$ cat src/rtl/mc_cr_pkg.sv
// Shared constants and state type for the chroma MC bilinear interpolator.
package mc_cr_pkg;
  localparam int PIX_W_DEFAULT = 8;
  localparam int CR_BLK = 4;
  localparam int CR_REF = 5;
  localparam int W_W = 7;
  localparam int ACC_W = 15;

  typedef enum logic [1:0] {
    IDLE  = 2'd0,
    ROWS  = 2'd1,
    DRAIN = 2'd2,
    DONE  = 2'd3
  } mc_cr_state_t;
endpackage

$ cat src/rtl/mc_cr_bilin4.sv
// Combinational 1/8-pel bilinear filter producing one 4-sample predicted row
// from two 5-sample reference rows.
module mc_cr_bilin4
  import mc_cr_pkg::*;
#(
  parameter int PIX_W = PIX_W_DEFAULT
) (
  input  logic [CR_REF*PIX_W-1:0] top,
  input  logic [CR_REF*PIX_W-1:0] bot,
  input  logic [2:0]              dx,
  input  logic [2:0]              dy,
  output logic [CR_BLK*PIX_W-1:0] pred
);
  // Weights sum to 64, so the sum never exceeds 64*max_sample + 32.
  localparam int AW = (W_W + PIX_W > ACC_W) ? (W_W + PIX_W) : ACC_W;

  logic [W_W-1:0] ex, ey, wa, wb, wc, wd;
  logic [AW-1:0]  acc;

  always_comb begin
    ex   = W_W'(8) - W_W'(dx);
    ey   = W_W'(8) - W_W'(dy);
    wa   = ex * ey;
    wb   = W_W'(dx) * ey;
    wc   = ex * W_W'(dy);
    wd   = W_W'(dx) * W_W'(dy);
    acc  = '0;
    pred = '0;
    for (int x = 0; x < CR_BLK; x++) begin
      acc = AW'(wa) * AW'(top[x*PIX_W +: PIX_W])
          + AW'(wb) * AW'(top[(x+1)*PIX_W +: PIX_W])
          + AW'(wc) * AW'(bot[x*PIX_W +: PIX_W])
          + AW'(wd) * AW'(bot[(x+1)*PIX_W +: PIX_W])
          + AW'(32);
      pred[x*PIX_W +: PIX_W] = PIX_W'(acc >> 6);
    end
  end
endmodule

$ cat src/rtl/mc_cr_interp.sv
// Chroma MC interpolator: takes 5 reference rows per 4x4 block and emits 4
// bilinear-filtered predicted rows through a registered dst stage.
module mc_cr_interp
  import mc_cr_pkg::*;
#(
  parameter int PIX_W = PIX_W_DEFAULT
) (
  input  logic                    clk,
  input  logic                    reset,
  input  logic [2:0]              frac_dx,
  input  logic [2:0]              frac_dy,
  input  logic                    src_valid,
  output logic                    src_ready,
  input  logic [CR_REF*PIX_W-1:0] src_data,
  output logic                    dst_valid,
  input  logic                    dst_ready,
  output logic [CR_BLK*PIX_W-1:0] dst_data,
  output logic                    blk_done,
  output logic                    busy,
  output mc_cr_state_t            dbg_state
);
  // Handshakes: a beat transfers on a rising edge where valid && ready; the
  // sender holds data stable while valid && !ready and never retracts valid.

  mc_cr_state_t            state, next_state;
  logic [2:0]              row_cnt;
  logic [CR_REF*PIX_W-1:0] prev_row;
  logic [2:0]              fdx, fdy;
  logic [CR_BLK*PIX_W-1:0] pred;
  logic                    src_fire;

  mc_cr_bilin4 #(.PIX_W(PIX_W)) u_bilin (
    .top  (prev_row),
    .bot  (src_data),
    .dx   (fdx),
    .dy   (fdy),
    .pred (pred)
  );

  assign src_fire  = src_valid && src_ready;
  assign blk_done  = (state == DONE);
  assign busy      = (state != IDLE);
  assign dbg_state = state;

  always_comb begin
    next_state = state;
    src_ready  = 1'b0;
    unique case (state)
      IDLE: begin
        src_ready = 1'b1;
        if (src_valid) next_state = ROWS;
      end
      ROWS: begin
        // Stall the source whenever the output register cannot be refilled.
        src_ready = !dst_valid || dst_ready;
        if (src_valid && (!dst_valid || dst_ready) && row_cnt == 3'(CR_BLK))
          next_state = DRAIN;
      end
      DRAIN: if (dst_valid && dst_ready) next_state = DONE;
      DONE:  next_state = IDLE;
      default: next_state = IDLE;
    endcase
    if (reset) src_ready = 1'b0;
  end

  always_ff @(posedge clk) begin
    if (reset) begin
      state     <= IDLE;
      row_cnt   <= 3'd0;
      prev_row  <= '0;
      fdx       <= 3'd0;
      fdy       <= 3'd0;
      dst_valid <= 1'b0;
      dst_data  <= '0;
    end else begin
      state <= next_state;
      if (src_fire) prev_row <= src_data;

      if (state == IDLE && src_fire) begin
        fdx     <= frac_dx;
        fdy     <= frac_dy;
        row_cnt <= 3'd1;
      end else if (state == ROWS && src_fire) begin
        row_cnt <= row_cnt + 3'd1;
      end else if (state == DONE) begin
        row_cnt <= 3'd0;
      end

      // A new row loading wins over retiring the old one in the same cycle.
      if (state == ROWS && src_fire) begin
        dst_data  <= pred;
        dst_valid <= 1'b1;
      end else if (dst_valid && dst_ready) begin
        dst_valid <= 1'b0;
      end
    end
  end
endmodule

$ cat config.mk
export PLATFORM = sky130hd
export DESIGN_NAME = mc_cr_interp
export DESIGN_NICKNAME = d
export VERILOG_FILES = /design/src/rtl/mc_cr_pkg.sv /design/src/rtl/mc_cr_bilin4.sv /design/src/rtl/mc_cr_interp.sv
export SDC_FILE = /design/constraint.sdc
export NUM_CORES = 2
export LEC_CHECK = 0
export ABC_AREA = 0
export BUFFER_PORTS_ARGS = -buffer_cell sky130_fd_sc_hd__buf_2
export CORE_ASPECT_RATIO = 1.75
export CORE_MARGIN = 3
export CORE_UTILIZATION = 60
export DETAILED_ROUTE_END_ITERATION = 12
export MAX_ROUTING_LAYER = met4
export PLACE_DENSITY = 0.77
export SETUP_SLACK_MARGIN = 0.05
export SLEW_MARGIN = 10
export SYNTH_ARGS = -nofsm -noshare
export SYNTH_HDL_FRONTEND = slang
export SYNTH_SLANG_ARGS = --single-unit
$ cat constraint.sdc
create_clock -name clk -period 21.4 [get_ports clk]
set_clock_uncertainty 0.05 [all_clocks]
set_input_delay 1.07 -clock clk [delete_from_list [all_inputs] [get_ports clk]]
set_output_delay 1.07 -clock clk [all_outputs]
set_load 0.01 [all_outputs]
# [Word-level counts from Yosys, hierarchy flattened]
# Cells that the tools add are included.
[totals] ff_bits=84 output_inout_bits=38 word_cells=80 inputBits=50
[classes] n_eq_ne=7 n_mul=20 n_addsub=19 reduce_logical=15 muxes=11
[ops] operator="14-bit adder" count=12
[ops] operator="7-bit by 8-bit multiplier with 14-bit output" count=12
[ops] operator="14-bit by 6-bit adder with 14-bit output (second input constant)" count=4
[ops] operator="6-bit by 8-bit multiplier with 14-bit output" count=4
[ops] operator="4-bit by 3-bit subtractor with 5-bit output (first input constant)" count=2
[ops] operator="2-bit one-hot mux with 4 select lines" count=1
[ops] operator="3-bit by 7-bit multiplier with 7-bit output" count=1
[ops] operator="7-bit by 3-bit multiplier with 7-bit output" count=1
[ops] operator="7-bit by 7-bit multiplier with 7-bit output" count=1
[ops] operator="1-bit logical AND" count=6
[ops] operator="3-bit by 3-bit multiplier with 6-bit output" count=1
[ops] operator="2-bit two-way mux" count=3
[ops] operator="3-bit two-way mux" count=2
[ops] operator="2-bit inequality test (second input constant)" count=3
[ops] operator="2-bit nonzero test" count=3
[ops] operator="2-bit equality test (second input constant)" count=2
[ops] operator="1-bit two-way mux" count=4
[ops] operator="3-bit by 1-bit adder with 3-bit output (second input constant)" count=1
[ops] operator="3-bit equality test (second input constant)" count=1
[ops] operator="3-bit AND reduction" count=1
[ops] operator="3-bit nonzero test" count=1
[ops] operator="2-bit by 1-bit equality test with 1-bit output (second input constant)" count=1
[ops] operator="2-bit logical NOT" count=1
[ops] operator="1-bit one-hot mux with 2 select lines" count=1
[ops] operator="other kinds (3)" count=3

# [Longest topological paths before layout]
[depth] ltp_word=8 depth_mapped=39 mapped_depth_nobuf=36

# [Hierarchy]
# Synthesis repeated with hierarchy kept, for this count alone.
[hier_totals] cells_unflattened=3552 hier_area_um2=32498.7
[by_module_without_submodules] module="mc_cr_bilin4" n_inst=1 cells_per_inst=3206 area_per_inst_um2=29026.6 seq_area_each_um2=0.0
[by_module_without_submodules] module="mc_cr_interp" n_inst=1 cells_per_inst=346 area_per_inst_um2=3472.1 seq_area_each_um2=1681.6

# [Least setup slack after synthesis]
# OpenSTA, ideal clock, no wires.
[synth_path] kind="register -> register" from="register fdy[0]" to="register dst_data[23]" arrival_time_ns=9.162 synth_period_minus_slack_ns=9.327 n_path_buf=3 setup_ns=0.116 path_stages_with_launch=34 path_slack_ns=12.073 t_required_ns=21.234 cell_sequence="dfxtp_1 > buf_2 > inv_1 > ha_1 > xnor2_1 > and2_1 > fa_1 > ha_1 > ha_1 > fa_1 > a21o_1 > a21oi_1 > xnor3_1 > clkbuf_1 > buf_2 > and2_1 > fa_1 > fa_1 > fa_1 > inv_1 > fa_1 > inv_1 > fa_1 > fa_1 > inv_1 > fa_1 > inv_1 > ha_1 > and4_2 > a221o_2 > nand3_2 > a21boi_2 > or3_1 > a31o_1"
[synth_between] elab_chain_len=7 elab_cells_between_ends=13 classes_between="add/sub (5); mul (8)"
[synth_lines] element="start: declaration" line="mc_cr_interp.sv:28" text="logic [2:0] fdx, fdy;"
[synth_lines] element="start signal: assignment" line="mc_cr_interp.sv:81" text="fdy <= frac_dy;"
[synth_lines] element="4-bit by 3-bit subtractor with 5-bit output" line="mc_cr_bilin4.sv:22" text="ey = W_W'(8) - W_W'(dy);"
[synth_lines] element="7-bit by 7-bit multiplier with 7-bit output or 3-bit by 7-bit multiplier with 7-bit output (tied branches)" line="mc_cr_bilin4.sv:23, mc_cr_bilin4.sv:24"
[synth_lines] element="7-bit by 8-bit multiplier with 14-bit output (on tied branches)" line="mc_cr_bilin4.sv:30, mc_cr_bilin4.sv:31"
[synth_lines] element="14-bit adder" line="mc_cr_bilin4.sv:31" text="+ AW'(wb) * AW'(top[(x+1)*PIX_W +: PIX_W])"
[synth_lines] element="14-bit adder" line="mc_cr_bilin4.sv:32" text="+ AW'(wc) * AW'(bot[x*PIX_W +: PIX_W])"
[synth_lines] element="14-bit adder (*)" line="mc_cr_bilin4.sv:33" text="+ AW'(wd) * AW'(bot[(x+1)*PIX_W +: PIX_W])"
[synth_lines] element="14-bit by 6-bit adder with 14-bit output (*)" line="mc_cr_bilin4.sv:34" text="+ AW'(32);"
[synth_lines] element="end signal: assignment" line="mc_cr_interp.sv:91" text="dst_data <= pred;"
[synth_lines] element="end: declaration" line="mc_cr_interp.sv:17" text="output logic [CR_BLK*PIX_W-1:0] dst_data,"
# Every way passes the cells marked *; elsewhere a longest branch is shown, timed or not.
# A chain may end at the register's enable or synchronous reset.

# [Worst setup path in the final report]
[layout_path] from="register fdy[0]" to="register dst_data[7]"
# The elaborated chain is that of the path after synthesis.

==> run summary <==
• 0 — hold buffers post-CTS
• 17.6 nW — cell leakage power
• 31,900 um^2 — Netlist Area Pre-Place
• register to register — class of the tightest hold or removal check
• register — kind of end point of the critical path
• 5.43 — Via-to-Cell Ratio
• 98.0 MHz — f_max
• 9 — number of buffers created by CTS
• 63.3% — core utilization of the finished layout
• 21.58 ns — data required time of the worst path
• 0 — post-CTS setup buffer count
• 52,500 um^2 — Placeable Area
• 47.7% — ratio of final minimum period to clock period
• 5.13% — routing usage on met3
• 60.9% — initial core utilization
• 84 — Sinks on Clock Net
• 0 — number of gates resized after cts
• 24,900 — vias in the first global route
• 4.52% — layout cell share with drive strength beyond 1
• 2 — Max Buffers Root-to-Sink
• 0 — number of endpoints failing setup at the final stage
• 84 — register bit total from synthesis
• 3,549 — synthesized instance count
• 5 — total iterations of the first detailed-routing run
• 0% — Async S/R FF share, synth
• dst_data[9] — worst hold start
• fa_1 — standard cell with the maximum stage delay on the critical path
• 59 — worst-path fanout max
• register to register — worst setup path class
• 3.99% — area growth from synthesis to layout
• yes — TritonCTS clock tree
• 0.07 ns — CTS clk-pin slew, worst paths
• register — nature of the critical path startpoint
• 4,647 — Final nets
• 19.1 um — routed wirelength normalized by instance count
• 0 — final number of hold-violating endpoints
• 0 — detailed-route DRC error count
• 4,203 — post-layout instance count excluding filler cells
• 1.31 ns — Tightest Pin Transition
• 0 — residual antenna-violating net count after detailed routing
• 0 — count of warnings emitted by yosys
• 9.00 um^2 — average instance area after synthesis
• 31.0% — GRT Util Overall
• 3 — deepest level of the CTS H-tree
• 311 um — die boundary height
• 61.7 mm — DP HPWL
• 38.4% — met1 Usage GRT
• 0 — EDFF count, synth
• 0 ns — Sum Neg Setup Slack
• fa_1 — critical path's most frequent cell
• 10.39 ns — Data arrival, critical path
• 54.3 nW/um^2 — power density cells
• 50.2% — met2 capacity usage during global routing
• 90 — pin count of the biggest net entering global routing
• 80.1 mm — Routed Wire Length
• 5.26% — sequential element share of the synthesized area
• fdy[0] — reg-to-reg startpoint
• 132 mm — wire length of the first global-routing pass
• clkbuf_16 — Clock Root Buffer
• 4,411 — # fillers
• 10.21 ns — post-route minimum period
• 2 — initial antenna violation count
• 180 um — die extent in x
• dfxtp_1 — most used flip-flop cell after synthesis
• 57 — Cell variety after synth
• 12.8% — worst-case headroom to the max-slew limit
• met2 — global-route layer with the greatest usage
• 1,300 — Iter 0 DRT Violations
• 0.953 — weighted congestion reported at the end of routability-driven placement
• 0 — total grt overflow
• false — unrepaired setup endpoints after global routing
• finished clean — result of the run
• 0.56 ns — delay of the slowest cell on the worst path
• 87 — number of input and output port buffers inserted
• fdy[0] — Setup crit start
• 22,800 — number of vias in the routed layout
• 0.0519 mV — worst voltage drop across the vdd grid
• 111 — number of placement rows
• 56,200 um^2 — die area
• 88 — Ports
• 0 — count of max-cap constraint violations
• 0 — max-slew violation total from the final report
• 0.39 ns — clock latency reported for the late side of the worst-skew pair
• 4,183 — number of placed cells counting well taps
• 4,680 — number of nets in the synthesized netlist
where the power goes:
| group | switching, mW | leakage, nW | internal [mW] | total, mW |
|---|---|---|---|---|
| registers | 0.0671 | 0.687 | 0.184 | 0.251 |
| logic | 0.855 | 16.7 | 0.530 | 1.39 |
| clock network | 0.0856 | 0.140 | 0.0830 | 0.169 |
Yosys cell counts, drive strengths merged (10+ instances only):
cell type | n | area share, %
o21ai | 60 | 0.94
a21o | 16 | 0.38
clkbuf | 152 | 1.8
xor2 | 24 | 0.66
xnor2 | 84 | 2.3
fa | 711 | 45
and3 | 52 | 1.1
dfxtp | 84 | 5.3
ha | 370 | 14
inv | 905 | 11
nand2b | 44 | 0.86
and2 | 446 | 8.7
nor2 | 24 | 0.28
nand3 | 10 | 0.17
a21oi | 49 | 0.81
nand2 | 452 | 5.3
routing by layer:
layer | share of wire [%] | vias up
met3 | 7.9 | 220
met4 | 5.8 | 0
met2 | 49 | 954
met5 | 0 | -
li1 | - | 10200
met1 | 38 | 11400
sequential cells by signal (all words and copies together) (netlist names):
name,count
prev_row,40
fdx,3
dst_data,32
dbg_state,2
row_cnt,3
dst_valid,1
fdy,3
layout make-up:
| cell class | count | area (um^2) | share of cell area (%) |
|---|---|---|---|
| Antenna cell | 4 | 10.0 | 0.0301 |
| Clock buffer | 10 | 239 | 0.719 |
| Clock inverter | 6 | 43.8 | 0.132 |
| Inverter | 905 | 3400 | 10.2 |
| Multi-Input combinational cell | 2401 | 26400 | 79.3 |
| Sequential cell | 84 | 1680 | 5.07 |
| Tap cell | 678 | 848 | 2.55 |
| Timing Repair Buffer | 115 | 646 | 1.94 |
cells by family after synthesis:
kind of cell | count (synthesis) | share of synthesized area (%)
multiplexers | 1 | 0.0313
adder cells (fa/ha/maj) | 1081 | 59.0
AND/OR/NAND/NOR | 1055 | 17.0
XOR/XNOR | 110 | 3.10
AO/OA/AOI/OAI | 154 | 3.00
flip-flops | 84 | 5.26
buffers and inverters | 1064 | 12.5
cells in the final DEF, fill, tap and decap left out, types with 44 or more instances in the layout:
cell type / n
inv_1: 905
xnor2_1: 81
nand2_1: 452
and2_1: 445
o21ai_0: 58
a21oi_1: 47
ha_1: 370
fa_1: 711
buf_2: 87
nand2b_1: 44
and3_1: 49
dfxtp_1: 82
final timing paths:
check	endpoint	slack (ns)	cells past startpoint
max	dst_data[7]	11.19	34
max reg2reg	dst_data[7]	11.19	34
min	dst_data[9]	0.40	2
min reg2reg	dst_data[9]	0.40	2
critical path: cells and delay by family (launching register included):
family	cells	cell delay, ns
xor+xnor	3	0.90
flops	1	0.31
buf+inv	7	1.11
simple gates	4	0.83
compound gates	7	1.41
fa+ha+maj	13	5.43
through the flow:
stage	hold WS [ns]	area, um^2	setup slack, ns	total power [mW]
4_1_cts	0.403	33200	11.27	1.80
6_report	0.399	33200	11.19	1.81
3_5_place_dp	0.394	32900	11.28	1.62
2_1_floorplan	0.423	31900	12.07	1.21
3_3_place_gp	0.387	32900	11.46	1.57
5_1_grt	0.419	33200	10.73	2.00
No activity file was read; power rests on OpenSTA's default activity.
